$ cat config.mk
export PLATFORM = sky130hd
export DESIGN_NAME = rsenc_lfsr
export DESIGN_NICKNAME = d
export VERILOG_FILES = /design/src/rtl/rsenc_lfsr.sv
export SDC_FILE = /design/constraint.sdc
export NUM_CORES = 1
export LEC_CHECK = 0
export BUFFER_PORTS_ARGS = -buffer_cell sky130_fd_sc_hd__buf_2
export CAP_MARGIN = 0
export CORE_ASPECT_RATIO = 1.75
export CORE_MARGIN = 2
export CORE_UTILIZATION = 40
export CTS_CLUSTER_SIZE = 28
export DETAILED_ROUTE_END_ITERATION = 12
export PLACE_DENSITY = 0.53
export SETUP_SLACK_MARGIN = 0.05
export SLEW_MARGIN = 20
export SYNTH_ARGS = -nofsm -noshare
export SYNTH_HDL_FRONTEND = slang
export SYNTH_SLANG_ARGS = --single-unit
$ cat constraint.sdc
create_clock -name clk -period 7.39 [get_ports clk]
set_input_delay 1.478 -clock clk [delete_from_list [all_inputs] [get_ports clk]]
set_output_delay 1.478 -clock clk [all_outputs]
set_load 0.005 [all_outputs]
$ cat src/rtl/rsenc_lfsr.sv
// Systematic RS(255,223) encoder over GF(2^8) using the 0x187 field polynomial.
// Message symbols pass straight through while a 32-stage LFSR divides by g(x); the 32 parity symbols follow.
module rsenc_lfsr #(
    parameter int unsigned K = 223
) (
    input  logic       clk,
    input  logic       clrn,
    input  logic       enable,
    input  logic       in_valid,
    output logic       in_ready,
    input  logic [7:0] in_data,
    output logic       out_valid,
    input  logic       out_ready,
    output logic [7:0] out_data,
    output logic       out_parity,
    output logic       out_last
);

    localparam int unsigned NPAR    = 32;
    localparam int unsigned CNT_MAX = (K > NPAR) ? K : NPAR;
    localparam int unsigned CNT_W   = ($clog2(CNT_MAX) < 6) ? 6 : $clog2(CNT_MAX);

    // GF(2^8) multiply: shift-and-add, reducing by x^8+x^7+x^2+x+1 (low byte 0x87)
    function automatic logic [7:0] gf_mul(input logic [7:0] a, input logic [7:0] b);
        logic [7:0] acc;
        logic [7:0] sh;
        acc = 8'h00;
        sh  = a;
        for (int i = 0; i < 8; i++) begin
            if (b[i]) acc = acc ^ sh;
            sh = {sh[6:0], 1'b0} ^ (sh[7] ? 8'h87 : 8'h00);
        end
        return acc;
    endfunction

    // g(x) = prod_{i=0..31} (x + alpha^i); returns g0..g31 (the monic x^32 term is implied)
    function automatic logic [NPAR*8-1:0] gen_poly();
        logic [(NPAR+1)*8-1:0] g;
        logic [7:0]            root;
        g       = '0;
        g[7:0]  = 8'h01;
        root    = 8'h01;
        for (int i = 0; i < int'(NPAR); i++) begin
            for (int j = NPAR; j >= 1; j--) begin
                g[j*8 +: 8] = g[(j-1)*8 +: 8] ^ gf_mul(root, g[j*8 +: 8]);
            end
            g[7:0] = gf_mul(root, g[7:0]);
            root   = gf_mul(root, 8'h02);
        end
        return g[NPAR*8-1:0];
    endfunction

    localparam logic [NPAR*8-1:0] GEN = gen_poly();

    typedef enum logic {
        ST_MSG = 1'b0,
        ST_PAR = 1'b1
    } state_t;

    state_t           state_q, state_d;
    logic [7:0]       r_q [NPAR];
    logic [7:0]       r_d [NPAR];
    logic [CNT_W-1:0] cnt_q, cnt_d;
    logic             out_valid_q, out_valid_d;
    logic [7:0]       out_data_q, out_data_d;
    logic             out_parity_q, out_parity_d;
    logic             out_last_q, out_last_d;

    logic       load_ok;
    logic       in_fire;
    logic       par_fire;
    logic       msg_last;
    logic       par_last;
    logic [7:0] fb;

    assign load_ok  = !out_valid_q || out_ready;
    assign in_ready = enable && (state_q == ST_MSG) && load_ok;
    assign in_fire  = in_valid && in_ready;
    assign par_fire = enable && (state_q == ST_PAR) && load_ok;
    assign msg_last = (cnt_q == CNT_W'(K - 1));
    assign par_last = (cnt_q == CNT_W'(NPAR - 1));
    assign fb       = in_data ^ r_q[NPAR-1];

    // State register
    always_ff @(posedge clk or negedge clrn) begin
        if (!clrn) state_q <= ST_MSG;
        else       state_q <= state_d;
    end

    // Next-state logic
    always_comb begin
        state_d = state_q;
        if (!enable)                 state_d = ST_MSG;
        else if (in_fire && msg_last) state_d = ST_PAR;
        else if (par_fire && par_last) state_d = ST_MSG;
    end

    // LFSR, symbol counter and output register next values
    always_comb begin
        r_d          = r_q;
        cnt_d        = cnt_q;
        out_valid_d  = out_valid_q;
        out_data_d   = out_data_q;
        out_parity_d = out_parity_q;
        out_last_d   = out_last_q;
        if (!enable) begin
            for (int i = 0; i < int'(NPAR); i++) r_d[i] = 8'h00;
            cnt_d        = '0;
            out_valid_d  = 1'b0;
            out_data_d   = 8'h00;
            out_parity_d = 1'b0;
            out_last_d   = 1'b0;
        end else if (in_fire) begin
            r_d[0] = gf_mul(GEN[7:0], fb);
            for (int i = 1; i < int'(NPAR); i++) r_d[i] = r_q[i-1] ^ gf_mul(GEN[i*8 +: 8], fb);
            cnt_d        = msg_last ? '0 : cnt_q + CNT_W'(1);
            out_valid_d  = 1'b1;
            out_data_d   = in_data;
            out_parity_d = 1'b0;
            out_last_d   = 1'b0;
        end else if (par_fire) begin
            r_d[0] = 8'h00;
            for (int i = 1; i < int'(NPAR); i++) r_d[i] = r_q[i-1];
            cnt_d        = par_last ? '0 : cnt_q + CNT_W'(1);
            out_valid_d  = 1'b1;
            out_data_d   = r_q[NPAR-1];
            out_parity_d = 1'b1;
            out_last_d   = par_last;
        end else if (out_valid_q && out_ready) begin
            out_valid_d = 1'b0;
        end
    end

    // Datapath registers
    always_ff @(posedge clk or negedge clrn) begin
        if (!clrn) begin
            for (int i = 0; i < int'(NPAR); i++) r_q[i] <= 8'h00;
            cnt_q        <= '0;
            out_valid_q  <= 1'b0;
            out_data_q   <= 8'h00;
            out_parity_q <= 1'b0;
            out_last_q   <= 1'b0;
        end else begin
            r_q          <= r_d;
            cnt_q        <= cnt_d;
            out_valid_q  <= out_valid_d;
            out_data_q   <= out_data_d;
            out_parity_q <= out_parity_d;
            out_last_q   <= out_last_d;
        end
    end

    assign out_valid  = out_valid_q;
    assign out_data   = out_data_q;
    assign out_parity = out_parity_q;
    assign out_last   = out_last_q;

endmodule

# == Yosys cells after proc, flatten, opt, wreduce, memory -nomap -nowiden ==
# Index checks and enable logic that the tools add are counted.
# op_classes
bitwise,243
add_sub_neg,1
n_reduce_logical,10
n_mux,742
eq_ne,5
# ops
operator,count
two-way mux 8 bit,596
two-way mux 256 bit,3
two-way mux 7 bit,60
NOT 5 bit,56
bitwise XOR 8 bit,32
NOT 4 bit,57
two-way mux 6 bit,35
NOT 6 bit,25
two-way mux 5 bit,19
NOT 3 bit,31
NOT 2 bit,26
two-way mux 4 bit,8
NOT 7 bit,4
two-way mux 3 bit,5
two-way mux 1 bit,14
NOT 1 bit,11
"adder 8 x 1 -> 8 bit, second input constant",1
"equality test 8 x 5 -> 1 bit, second input constant",1
"equality test 8 bit, second input constant",1
logical AND 1 bit,8
NOT 8 bit,1
"inequality test 3 x 1 -> 1 bit, second input constant",2
two-way mux 2 bit,2
"inequality test 4 x 1 -> 1 bit, second input constant",1
2 further kinds,2
# totals
inputBits,13
elab_cells,1039
ff_bits,276
out_inout_bits,12

# == Logic depth before layout (Yosys ltp) ==
# Gate-level depths: netlist of the first run.
# logic_depth
word_depth,37
depth_mapped,8
ltp_nobuf,8

# == Worst setup path before layout of the first run ==
# OpenSTA, ideal clock, no wires.
# synth_timing
kind,input port to flip-flop
startpoint,in in_data[7]
endpoint,reg r_q[124] in the netlist's numbering
setup_ps,126
path_stages,6
setup_slack_ps,3923
arrival_ps,3341
required_ps,7264
n_path_buf,1
cell_sequence,xor2_2 > buf_4 > xor3_1 > or2_2 > and2_1 > a221o_1
# synth_via
elab_chain_len,7
# synth_rtl
item,line,source
from (decl),11,"input logic [7:0] in_data,"
bitwise XOR 8 bit,82,assign fb = in_data ^ r_q[NPAR-1];
two-way mux 8 bit,30,if (b[i]) acc = acc ^ sh;
two-way mux 8 bit,113,end else if (in_fire) begin
two-way mux 8 bit,106,if (!enable) begin
bitwise XOR 8 bit,115,"for (int i = 1; i < int'(NPAR); i++) r_d[i] = r_q[i-1] ^ gf_mul(GEN[i*8 +: 8], fb);"
two-way mux 256 bit,113,
two-way mux 256 bit,106,
to (signal assigned),144,r_q <= r_d;
to (decl),61,logic [7:0] r_q [NPAR];
# No other way between the ends. The select of a mux whose other input is x is not followed.
# A chain may end at the register's enable or synchronous reset.

# == Worst setup path in the final report of the first run ==
# layout_timing
startpoint,in in_data[7]
endpoint,reg r_q[6] in the netlist's numbering
# layout_via
elab_chain_len,7
# layout_rtl
item,line
bitwise XOR 8 bit,82
two-way mux 7 bit,30
two-way mux 8 bit,113
two-way mux 8 bit,106
bitwise XOR 8 bit,115
two-way mux 256 bit,113
two-way mux 256 bit,106
# No other way between the ends. The select of a mux whose other input is x is not followed.

==> results of run 1 <==
## cell families after synthesis
kind of cell	Yosys count
AOI/OAI and AO/OA	363
muxes	7
DFF	276
and+or+nand+nor	429
buffers and inverters	104
xor gates and xnor gates	267
adders and majority gates	2
## per-stage QoR
step	std cells	power, W	util, %	hold WS, ns
floorplan	1448	0.00517	-	0.464
global placement	1878	0.00647	42.4	0.481
detailed placement	1878	0.00650	42.4	0.492
CTS	1926	0.00802	44.8	0.506
global route	1927	0.00838	44.9	0.534
finish	1927	0.00797	44.9	0.503
## registers in the layout (all words and copies together), names as in the netlist
name / flops
r_q: 256
cnt_q: 8
out_data: 8
out_last: 1
out_parity: 1
out_valid: 1
state_q: 1
## placed cells by master (no fill, tap or decap), drive strengths merged, types with 3 or more instances in the layout
cell	instances
dfrtp	276
xnor2	191
nand2	174
nor2	171
a221o	115
o21ai	99
buf	53
xor2	46
o211ai	41
o311ai	41
clkbuf	40
a21oi	36
xnor3	29
nor3	28
nand3	22
nor3b	9
and2	8
o22ai	8
inv	7
a211o	6
mux2i	6
nand2b	5
a21o	5
a22o	4
bufinv	4
and3	3
o211a	3
clkinv	3
or2	3
## power breakdown
group          internal, W  leakage (nW)  switching [W]
registers          0.00198          3.71       0.000506
logic              0.00173          3.08        0.00227
clock network     0.000862         0.447       0.000622
total              0.00457          7.24        0.00340
## final timing paths
check,end,slack [ns]
max,r_q[6],3.44
min,r_q[250],0.50
max reg2reg,r_q[6],4.00
min reg2reg,r_q[250],0.50
max in group asynchronous,r_q[50],5.26
min in group asynchronous,r_q[92],0.87
## worst min-delay path, cell delays in order (launching register included)
cell and delay, ns:
dfrtp_1 0.36, nand2_1 0.05, o21ai_0 0.06
## layout make-up
cell class / instances / area share, %
flip-flops and latches: 276 / 41.7
multi-input cells: 1068 / 46.6
clock buffers: 40 / 4.67
well taps: 475 / 3.59
inverters: 7 / 0.159
repair buffers: 53 / 2.47
clock inverters: 8 / 0.861
## routing by layer
metal | GRT usage [%] | vias up | share of wire (%)
met5 | 0 | - | 0
met4 | 12.5 | 0 | 5.8
met3 | 2.10 | 95 | 3.2
met2 | 43.3 | 260 | 51
met1 | 32.2 | 5657 | 40
li1 | - | 5138 | -
==> flow_results.xml, run 1 <==
<?xml version="1.0" encoding="UTF-8"?>
<metrics>
  <group name="drt">
    <metric name="ant_nets" unit="">0</metric>
    <metric name="route.vias.total" unit="">11200</metric>
    <metric name="via_per_inst" unit="">5.79</metric>
    <metric name="drc" unit="">0</metric>
    <metric name="drt_first_iter_violations" unit="">914</metric>
    <metric name="drt_first_pass_iters" unit="">5</metric>
    <metric name="wl_per_cell" unit="um">25.1</metric>
    <metric name="total_routed_wirelength" unit="mm">48.4</metric>
  </group>
  <group name="worst_setup_path">
    <metric name="worst_ep_required_time" unit="ns">7.83</metric>
    <metric name="critPathSlowestCell" unit="">xor2_4</metric>
    <metric name="reg2reg_depth" unit="">7</metric>
    <metric name="timing.critical_path.buf_inv" unit="">2</metric>
    <metric name="reg_to_reg_startpoint" unit="">r_q[6]</metric>
    <metric name="worst_setup_path_end_kind" unit="">flip-flop</metric>
    <metric name="worst-path-stages" unit="">8</metric>
    <metric name="cp-startpoint" unit="">in_data[7]</metric>
    <metric name="worst-endpoint-arrival" unit="ns">4.39</metric>
    <metric name="delay_contributed_by_the_slowest_stage_of_the_critical_path" unit="ns">0.85</metric>
    <metric name="cpLargestDelayFamily" unit="">XOR/XNOR gates</metric>
    <metric name="startpoint_type" unit="">input port</metric>
    <metric name="worst_path_most_repeated_cell" unit="">xor2_4</metric>
    <metric name="timing_worst_setup_path_type" unit="">in -&gt; reg</metric>
    <metric name="crit_path_max_fanout" unit="">21</metric>
    <metric name="critical_path.cell_chain" unit="">buf_2, xor2_4, buf_4, xor2_4, xnor2_1, nand2b_1, and2_1, a221o_1</metric>
  </group>
  <group name="power_and_ir_drop">
    <metric name="leakagePower" unit="nW">7.24</metric>
    <metric name="peakVddDrop" unit="V">0.000307</metric>
    <metric name="cellPowerDensity" unit="nW/um2">481</metric>
  </group>
  <group name="cts">
    <metric name="cts_repair_resize_count" unit="">0</metric>
    <metric name="post_cts_hold_buffer_count" unit="">0</metric>
    <metric name="clock_tree.root_cell" unit="">clkbuf_16</metric>
    <metric name="cts_htree_levels" unit="">1</metric>
    <metric name="cts_post_setup_buffers_inserted" unit="">0</metric>
    <metric name="clock_tree.buffer_depth" unit="">3</metric>
    <metric name="cts_tree" unit="">done</metric>
    <metric name="tritoncts_sinks" unit="">276</metric>
    <metric name="clkLatencyLatePin" unit="ns">0.56</metric>
    <metric name="cts-buffers-inserted" unit="">27</metric>
    <metric name="clkSlewWorstSetupHoldPaths" unit="ns">0.07</metric>
  </group>
  <group name="synthesis">
    <metric name="netlist-cell-type-count" unit="">51</metric>
    <metric name="synth_top_area_cell" unit="">dfrtp_1</metric>
    <metric name="syn-mean-instance-area" unit="um2">10.4</metric>
    <metric name="synth_cells" unit="">1448</metric>
    <metric name="postSynthRegisterBits" unit="">276</metric>
    <metric name="synth.net_count" unit="">1463</metric>
    <metric name="fraction_of_synthesized_area_in_multiplexers" unit="%">0.475</metric>
    <metric name="largest_family_of_logic_cells_by_synthesized_area" unit="">XOR/XNOR gates</metric>
    <metric name="yosysWarnings" unit="">0</metric>
    <metric name="synth_simple_gate_area_share" unit="%">11.8</metric>
    <metric name="synth_commonest_cells" unit="">dfrtp_1, nand2_1, nor2_1</metric>
    <metric name="most_used_standard_cell_by_instance_count_after_synthesis" unit="">dfrtp_1</metric>
    <metric name="complex_gate_fraction_of_the_synthesized_area" unit="%">18.3</metric>
    <metric name="postSynth.topFlopCell" unit="">dfrtp_1</metric>
    <metric name="synthXorXnorAreaFrac" unit="%">20.4</metric>
    <metric name="synth_area_leaders" unit="">dfrtp_1, xnor2_1, a221o_1</metric>
    <metric name="seq_area_frac_synth" unit="%">46.0</metric>
    <metric name="post_synth_edffs" unit="">0</metric>
    <metric name="synth.cell_area" unit="um2">15000</metric>
    <metric name="area_share_of_fa_ha_maj_cells_after_synthesis" unit="%">0.167</metric>
    <metric name="synth_top_area_share" unit="%">46.0</metric>
    <metric name="post_synthesis_async_set_or_reset_flop_share" unit="%">100</metric>
  </group>
  <group name="min_path">
    <metric name="hold-path-cell-count" unit="">2</metric>
    <metric name="hold_path.startpoint" unit="">r_q[250]</metric>
    <metric name="type_of_the_tightest_min_delay_check" unit="">reg -&gt; reg</metric>
  </group>
  <group name="timing">
    <metric name="min_period_over_period" unit="%">53.5</metric>
    <metric name="timing_hold_violations_final" unit="">0</metric>
    <metric name="timing.final.crit_period" unit="ns">3.95</metric>
    <metric name="clock.fmax" unit="MHz">253</metric>
    <metric name="clock_skew" unit="ns">0.0217</metric>
    <metric name="post-route-worst-setup-slack" unit="ns">3.44</metric>
    <metric name="slew_viol_final" unit="">0</metric>
    <metric name="slew_headroom" unit="%">26.3</metric>
    <metric name="final.setup.tns" unit="ns">0</metric>
    <metric name="max_slew.worst_pin.slew" unit="ns">1.10</metric>
    <metric name="setup_viol" unit="">0</metric>
    <metric name="unrepaired_setup_endpoints_after_global_routing" unit="">no</metric>
  </group>
  <group name="die">
    <metric name="design.die.area" unit="um2">39200</metric>
    <metric name="std_cell_rows" unit="">93</metric>
    <metric name="core_area" unit="um2">36900</metric>
    <metric name="die_x" unit="um">150</metric>
    <metric name="die_y" unit="um">260</metric>
    <metric name="io_pins" unit="">25</metric>
    <metric name="floorplan.initialDensity" unit="%">40.7</metric>
  </group>
  <group name="finish">
    <metric name="layout-drive-gt1-share" unit="%">9.23</metric>
    <metric name="regArea" unit="um2">6910</metric>
    <metric name="stdcell_area" unit="um2">16600</metric>
    <metric name="area_growth" unit="%">10.4</metric>
    <metric name="multiInputGateArea" unit="um2">7720</metric>
    <metric name="fillerInstances" unit="">3423</metric>
    <metric name="finish.net_count" unit="">1448</metric>
    <metric name="antenna_cells" unit="">0</metric>
  </group>
  <group name="global_route">
    <metric name="grt_max_degree" unit="">141</metric>
    <metric name="antenna_found_initial" unit="">0</metric>
    <metric name="total_global_route_track_usage" unit="%">25.4</metric>
    <metric name="grt_pass1_vias" unit="">11200</metric>
    <metric name="wire_length_of_the_first_global_routing_pass" unit="mm">73.8</metric>
    <metric name="grt.overflow.total" unit="">0</metric>
  </group>
  <group name="placed_design">
    <metric name="placed_cell_area" unit="um2">15600</metric>
    <metric name="detailedPlace.worstSlack" unit="ns">2.87</metric>
    <metric name="buffer_ports.inserted" unit="">24</metric>
    <metric name="place_congestion" unit="">0.860</metric>
    <metric name="dp_hpwl" unit="mm">32.0</metric>
  </group>
  <group name="outcome">
    <metric name="run_status" unit="">completed</metric>
  </group>
  <group name="flow_run">
    <metric name="count_of_max_cap_constraint_violations" unit="">0</metric>
  </group>
</metrics>
Note: power is estimated with default switching activity, not from simulation.
==> run 2, diff against run 1 <==
- PLACE_DENSITY: 0.53 -> 0.55
- clock period: 7.39 -> 3.6 ns (I/O delays scaled with it)
==> flow_results.xml, run 2 (synthesis results as in run 1) <==
<?xml version="1.0" encoding="UTF-8"?>
<metrics>
  <group name="flow_run">
    <metric name="count_of_max_cap_constraint_violations" unit="">0</metric>
  </group>
  <group name="min_path">
    <metric name="type_of_the_tightest_min_delay_check" unit="">in -&gt; async</metric>
  </group>
  <group name="cts">
    <metric name="cts_post_setup_buffers_inserted" unit="">0</metric>
    <metric name="clkSlewWorstSetupHoldPaths" unit="ns">0.06</metric>
    <metric name="clkLatencyLatePin" unit="ns">0.57</metric>
    <metric name="clock_tree.buffer_depth" unit="">3</metric>
    <metric name="cts_tree" unit="">done</metric>
    <metric name="tritoncts_sinks" unit="">276</metric>
    <metric name="post_cts_hold_buffer_count" unit="">0</metric>
    <metric name="cts_htree_levels" unit="">1</metric>
    <metric name="cts_repair_resize_count" unit="">0</metric>
    <metric name="cts-buffers-inserted" unit="">28</metric>
    <metric name="clock_tree.root_cell" unit="">clkbuf_16</metric>
  </group>
  <group name="power_and_ir_drop">
    <metric name="sequential_fraction_of_design_power" unit="%">30.5</metric>
    <metric name="leakagePower" unit="nW">7.51</metric>
    <metric name="netSwitchingPower" unit="W">0.00707</metric>
    <metric name="cellPowerDensity" unit="nW/um2">982</metric>
    <metric name="combPwrFrac" unit="%">50.5</metric>
    <metric name="peakVddDrop" unit="V">0.000562</metric>
    <metric name="clock_network_power_share" unit="%">18.9</metric>
    <metric name="power_report.internal_total" unit="W">0.00968</metric>
    <metric name="p_sw_share" unit="%">42.2</metric>
  </group>
  <group name="finish">
    <metric name="largest_register_ff_count" unit="">256</metric>
    <metric name="finish.net_count" unit="">1489</metric>
    <metric name="antenna_cells" unit="">0</metric>
    <metric name="layout-drive-gt1-share" unit="%">12.2</metric>
    <metric name="final_common_cell" unit="">dfrtp_1</metric>
    <metric name="mostFrequentLayoutCells" unit="">dfrtp_1, nand2_1, nor2_1</metric>
    <metric name="finalNonFillerCells" unit="">1971</metric>
    <metric name="area_growth" unit="%">13.6</metric>
    <metric name="max_flop_register" unit="">r_q</metric>
  </group>
  <group name="worst_setup_path">
    <metric name="worst-path-stages" unit="">7</metric>
    <metric name="critPathSlowestCell" unit="">xnor3_2</metric>
    <metric name="worst_setup_path_end_kind" unit="">flip-flop</metric>
    <metric name="crit_path_max_fanout" unit="">13</metric>
    <metric name="delay_contributed_by_the_slowest_stage_of_the_critical_path" unit="ns">0.60</metric>
    <metric name="timing.critical_path.to" unit="">r_q[11]</metric>
    <metric name="reg_to_reg_startpoint" unit="">r_q[5]</metric>
    <metric name="timing.critical_path.buf_inv" unit="">1</metric>
    <metric name="cp-startpoint" unit="">r_q[5]</metric>
    <metric name="r2r_end" unit="">r_q[11]</metric>
    <metric name="critical_path.cell_chain" unit="">xor2_4, buf_12, xnor2_2, xnor3_2, xnor2_1, o21a_1, a221o_1</metric>
    <metric name="worst-endpoint-arrival" unit="ns">3.38</metric>
    <metric name="worst_ep_required_time" unit="ns">4.05</metric>
    <metric name="reg2reg_depth" unit="">7</metric>
    <metric name="cpLargestDelayFamily" unit="">XOR/XNOR gates</metric>
    <metric name="timing_worst_setup_path_type" unit="">reg -&gt; reg</metric>
    <metric name="ff2ff_setup_slack" unit="ns">0.66</metric>
    <metric name="startpoint_type" unit="">flip-flop</metric>
  </group>
  <group name="timing">
    <metric name="min_period_over_period" unit="%">81.6</metric>
    <metric name="max_slew.worst_pin.slew" unit="ns">0.896</metric>
    <metric name="setup_viol" unit="">0</metric>
    <metric name="final.setup.tns" unit="ns">0</metric>
    <metric name="timing_hold_violations_final" unit="">0</metric>
    <metric name="post-route-worst-setup-slack" unit="ns">0.663</metric>
    <metric name="slew_viol_final" unit="">0</metric>
    <metric name="timing.final.crit_period" unit="ns">2.94</metric>
    <metric name="clock.fmax" unit="MHz">341</metric>
    <metric name="unrepaired_setup_endpoints_after_global_routing" unit="">no</metric>
    <metric name="slew_headroom" unit="%">40.0</metric>
    <metric name="clock_skew" unit="ns">0.0151</metric>
  </group>
  <group name="die">
    <metric name="die_y" unit="um">260</metric>
    <metric name="core_area" unit="um2">36900</metric>
    <metric name="io_pins" unit="">25</metric>
    <metric name="floorplan.initialDensity" unit="%">40.7</metric>
    <metric name="die_x" unit="um">150</metric>
    <metric name="std_cell_rows" unit="">93</metric>
    <metric name="design.die.area" unit="um2">39200</metric>
  </group>
  <group name="placed_design">
    <metric name="dp_hpwl" unit="mm">34.6</metric>
    <metric name="dpl.cell_count" unit="">1919</metric>
    <metric name="buffer_ports.inserted" unit="">24</metric>
    <metric name="place_congestion" unit="">0.914</metric>
    <metric name="detailedPlace.worstSlack" unit="ns">0.371</metric>
  </group>
  <group name="global_route">
    <metric name="grt.overflow.total" unit="">0</metric>
    <metric name="grt_max_degree" unit="">94</metric>
    <metric name="antenna_found_initial" unit="">0</metric>
    <metric name="grt_pass1_vias" unit="">11500</metric>
    <metric name="wire_length_of_the_first_global_routing_pass" unit="mm">74.8</metric>
    <metric name="total_global_route_track_usage" unit="%">25.7</metric>
  </group>
  <group name="drt">
    <metric name="drc" unit="">0</metric>
    <metric name="route.vias.total" unit="">11600</metric>
    <metric name="ant_nets" unit="">0</metric>
    <metric name="via_per_inst" unit="">5.89</metric>
    <metric name="total_routed_wirelength" unit="mm">49.6</metric>
    <metric name="drt_first_iter_violations" unit="">907</metric>
    <metric name="wl_per_cell" unit="um">25.1</metric>
    <metric name="drt_first_pass_iters" unit="">5</metric>
  </group>
  <group name="outcome">
    <metric name="run_status" unit="">completed</metric>
  </group>
</metrics>
==> run 2: power by group through the flow <==
stage          clock (W)  combinational, W  sequential, W
3_5_place_dp           0           0.00842        0.00513
2_1_floorplan          0           0.00592        0.00469
4_1_cts          0.00323           0.00846        0.00509
6_report         0.00317           0.00846        0.00511
5_1_grt          0.00334           0.00899        0.00520
3_3_place_gp           0           0.00837        0.00513
==> run 2: routing by layer <==
layer | vias to the layer above | track usage [%] | routed length, um | part of all wire, %
met1 | 5869 | 30.9 | 18900 | 38
li1 | 5228 | - | - | -
met2 | 392 | 43.9 | 24700 | 50
met5 | - | 0 | 0 | 0
met3 | 130 | 2.78 | 2280 | 4.6
met4 | 0 | 15.7 | 3720 | 7.5
==> run 2: per-stage QoR <==
stage	power (W)	instance area, um2	util [%]	hold slack (ns)
after floorplan	0.0106	15000	-	0.424
after global placement	0.0135	16100	43.6	0.481
after detailed placement	0.0136	16100	43.6	0.491
after CTS	0.0168	17100	46.2	0.0841
after global routing	0.0175	17100	46.2	0.108
final	0.0167	17100	46.2	0.0518
==> run 2: area by class of cell <==
cell class                 count  area [um2]
inverter                       7        26.3
clock buffer                  40         847
fill                        3410       19800
tap                          475         594
sequential                   276        6910
timing repair buffer          93         823
clock inverter                12         140
multi-input combinational   1068        7720
==> run 2: worst min-delay path by stage <==
stage | end | slack, ns | startpoint
6_report | r_q[72] | 0.05 | clrn
5_1_grt | r_q[80] | 0.11 | clrn
4_1_cts | r_q[64] | 0.08 | clrn
3_5_place_dp | r_q[255] | 0.49 | r_q[255]
3_3_place_gp | r_q[107] | 0.48 | r_q[107]
2_1_floorplan | cnt_q[0] | 0.42 | clrn
==> run 2: worst reg2reg max path: cells and delay by family, from the launching register on <==
kind	cells	cell delay, ns
AO/OA/AOI/OAI	2	0.51
XOR/XNOR	4	1.66
buffers and inverters	1	0.21
flip-flops	1	0.46
==> run 3, diff against run 2 <==
- PLACE_DENSITY: 0.55 -> 0.53
- clock period: 3.6 -> 3 ns (I/O delays scaled with it)
==> flow_results.xml, run 3 (synthesis results as in run 1) <==
<?xml version="1.0" encoding="UTF-8"?>
<metrics>
  <group name="outcome">
    <metric name="run_status" unit="">completed</metric>
  </group>
  <group name="die">
    <metric name="floorplan.initialDensity" unit="%">40.7</metric>
    <metric name="std_cell_rows" unit="">93</metric>
    <metric name="core_area" unit="um2">36900</metric>
    <metric name="die_y" unit="um">260</metric>
    <metric name="die_x" unit="um">150</metric>
    <metric name="design.die.area" unit="um2">39200</metric>
    <metric name="io_pins" unit="">25</metric>
  </group>
  <group name="global_route">
    <metric name="total_global_route_track_usage" unit="%">26.4</metric>
    <metric name="antenna_found_initial" unit="">0</metric>
    <metric name="grt_pass1_vias" unit="">11700</metric>
    <metric name="grt.overflow.total" unit="">0</metric>
    <metric name="grt_max_degree" unit="">110</metric>
    <metric name="wire_length_of_the_first_global_routing_pass" unit="mm">76.5</metric>
  </group>
  <group name="cts">
    <metric name="cts_repair_resize_count" unit="">0</metric>
    <metric name="cts_htree_levels" unit="">1</metric>
    <metric name="post_cts_hold_buffer_count" unit="">0</metric>
    <metric name="clkLatencyLatePin" unit="ns">0.58</metric>
    <metric name="clock_tree.buffer_depth" unit="">3</metric>
    <metric name="clkSlewWorstSetupHoldPaths" unit="ns">0.07</metric>
    <metric name="cts_post_setup_buffers_inserted" unit="">0</metric>
    <metric name="clock_tree.root_cell" unit="">clkbuf_16</metric>
    <metric name="cts_tree" unit="">done</metric>
    <metric name="tritoncts_sinks" unit="">276</metric>
    <metric name="cts-buffers-inserted" unit="">28</metric>
  </group>
  <group name="drt">
    <metric name="drc" unit="">0</metric>
    <metric name="drt_first_pass_iters" unit="">5</metric>
    <metric name="wl_per_cell" unit="um">25.3</metric>
    <metric name="ant_nets" unit="">0</metric>
    <metric name="drt_first_iter_violations" unit="">836</metric>
    <metric name="via_per_inst" unit="">5.79</metric>
    <metric name="route.vias.total" unit="">11500</metric>
    <metric name="total_routed_wirelength" unit="mm">50.4</metric>
  </group>
  <group name="placed_design">
    <metric name="place_congestion" unit="">0.881</metric>
    <metric name="buffer_ports.inserted" unit="">24</metric>
    <metric name="dp_hpwl" unit="mm">35.0</metric>
    <metric name="detailedPlace.worstSlack" unit="ns">-0.00356</metric>
  </group>
  <group name="finish">
    <metric name="mostFrequentLayoutCells" unit="">dfrtp_1, nand2_1, nor2_1</metric>
    <metric name="antenna_cells" unit="">0</metric>
    <metric name="layout-drive-gt1-share" unit="%">13.6</metric>
    <metric name="multiInputGateArea" unit="um2">7720</metric>
    <metric name="regArea" unit="um2">6910</metric>
    <metric name="area_growth" unit="%">15.5</metric>
    <metric name="largest_register_ff_count" unit="">256</metric>
    <metric name="finish.net_count" unit="">1514</metric>
    <metric name="fillerInstances" unit="">3414</metric>
    <metric name="final_common_cell" unit="">dfrtp_1</metric>
    <metric name="max_flop_register" unit="">r_q</metric>
  </group>
  <group name="timing">
    <metric name="unrepaired_setup_endpoints_after_global_routing" unit="">no</metric>
    <metric name="setup_viol" unit="">0</metric>
    <metric name="timing_hold_violations_final" unit="">0</metric>
    <metric name="timing.final.crit_period" unit="ns">2.87</metric>
    <metric name="slew_viol_final" unit="">0</metric>
    <metric name="max_slew.worst_pin.slew" unit="ns">0.894</metric>
    <metric name="clock.fmax" unit="MHz">349</metric>
    <metric name="post-route-worst-setup-slack" unit="ns">0.131</metric>
    <metric name="min_period_over_period" unit="%">95.6</metric>
    <metric name="slew_headroom" unit="%">40.1</metric>
    <metric name="clock_skew" unit="ns">0.0177</metric>
  </group>
  <group name="worst_setup_path">
    <metric name="critPathSlowestCell" unit="">xnor3_1</metric>
    <metric name="critical_path.cell_chain" unit="">buf_4, xor2_1, xnor3_1, xnor3_1, nor2_1, mux2i_1, a21o_1</metric>
    <metric name="timing_worst_setup_path_type" unit="">reg -&gt; reg</metric>
    <metric name="worst_setup_path_end_kind" unit="">flip-flop</metric>
    <metric name="worst-endpoint-arrival" unit="ns">3.38</metric>
    <metric name="delay_contributed_by_the_slowest_stage_of_the_critical_path" unit="ns">0.80</metric>
    <metric name="startpoint_type" unit="">flip-flop</metric>
    <metric name="timing.critical_path.buf_inv" unit="">1</metric>
    <metric name="crit_path_max_fanout" unit="">6</metric>
    <metric name="worst_ep_required_time" unit="ns">3.52</metric>
    <metric name="cpLargestDelayFamily" unit="">XOR/XNOR gates</metric>
    <metric name="worst_path_most_repeated_cell" unit="">xnor3_1</metric>
  </group>
  <group name="power_and_ir_drop">
    <metric name="peakVddDrop" unit="V">0.000746</metric>
    <metric name="leakagePower" unit="nW">7.65</metric>
    <metric name="power_report.internal_total" unit="W">0.0120</metric>
    <metric name="power.total" unit="W">0.0206</metric>
    <metric name="sequential_fraction_of_design_power" unit="%">29.7</metric>
    <metric name="p_sw_share" unit="%">41.9</metric>
    <metric name="cellPowerDensity" unit="nW/um2">1190</metric>
    <metric name="netSwitchingPower" unit="W">0.00861</metric>
    <metric name="clock_network_power_share" unit="%">18.7</metric>
    <metric name="combPwrFrac" unit="%">51.5</metric>
  </group>
  <group name="flow_run">
    <metric name="count_of_max_cap_constraint_violations" unit="">0</metric>
  </group>
  <group name="min_path">
    <metric name="type_of_the_tightest_min_delay_check" unit="">in -&gt; async</metric>
  </group>
</metrics>
run 3: power by group through the flow:
stage / Combinational [W] / Sequential (W) / Clock, W
floorplan: 0.00710 / 0.00563 / 0
global placement: 0.0105 / 0.00613 / 0
detailed placement: 0.0106 / 0.00614 / 0
CTS: 0.0106 / 0.00610 / 0.00391
global route: 0.0113 / 0.00623 / 0.00405
finish: 0.0106 / 0.00612 / 0.00385
run 3: layer usage:
metal  part of all wire [%]  global-route usage, %  vias up
li1                       -                      -     5279
met1                     40                   32.5     5862
met2                     50                   45.1      290
met3                    3.2                   2.45      111
met4                    6.3                   14.8        0
met5                      0                      0        -
run 3: worst paths after layout:
path | from | end | slack [ns] | cells after the start
worst max-delay path | r_q[2] | r_q[80] | 0.13 | 7
worst min-delay path | clrn | r_q[68] | 0.003 | 1
worst max register to register | r_q[2] | r_q[80] | 0.13 | 7
worst min register to register | r_q[167] | r_q[167] | 0.50 | 2
max in group asynchronous | clrn | r_q[117] | 2.23 | 2
min in group clk | in_data[3] | out_data[3] | 0.34 | 3
run 3: metrics by stage:
stage | instance area [um2] | utilization [%] | TNS [ns] | hold slack [ns] | instances
finish | 17300 | 47.0 | 0 | 0.00284 | 1995
global route | 17300 | 47.0 | 0 | 0.0421 | 1995
global placement | 16300 | 44.3 | 0 | 0.482 | 1944
detailed placement | 16300 | 44.3 | -0.00356 | 0.486 | 1944
floorplan | 15000 | - | 0 | 0.304 | 1448
CTS | 17300 | 47.0 | 0 | 0.0322 | 1995
run 3: cell type report:
type | count | area share, %
flip-flops and latches | 276 | 39.8
well taps | 475 | 3.43
clock inverters | 12 | 0.967
repair buffers | 118 | 6.34
multi-input cells | 1068 | 44.5
inverters | 7 | 0.152
clock buffers | 39 | 4.75
run 3: worst reg2reg max path: cells and delay by family, from the launching register on:
kind | cells | cell delay [ns]
compound gates | 1 | 0.10
xor+xnor | 3 | 1.46
buf+inv | 1 | 0.22
flops | 1 | 0.49
mux | 1 | 0.27
simple gates | 1 | 0.28
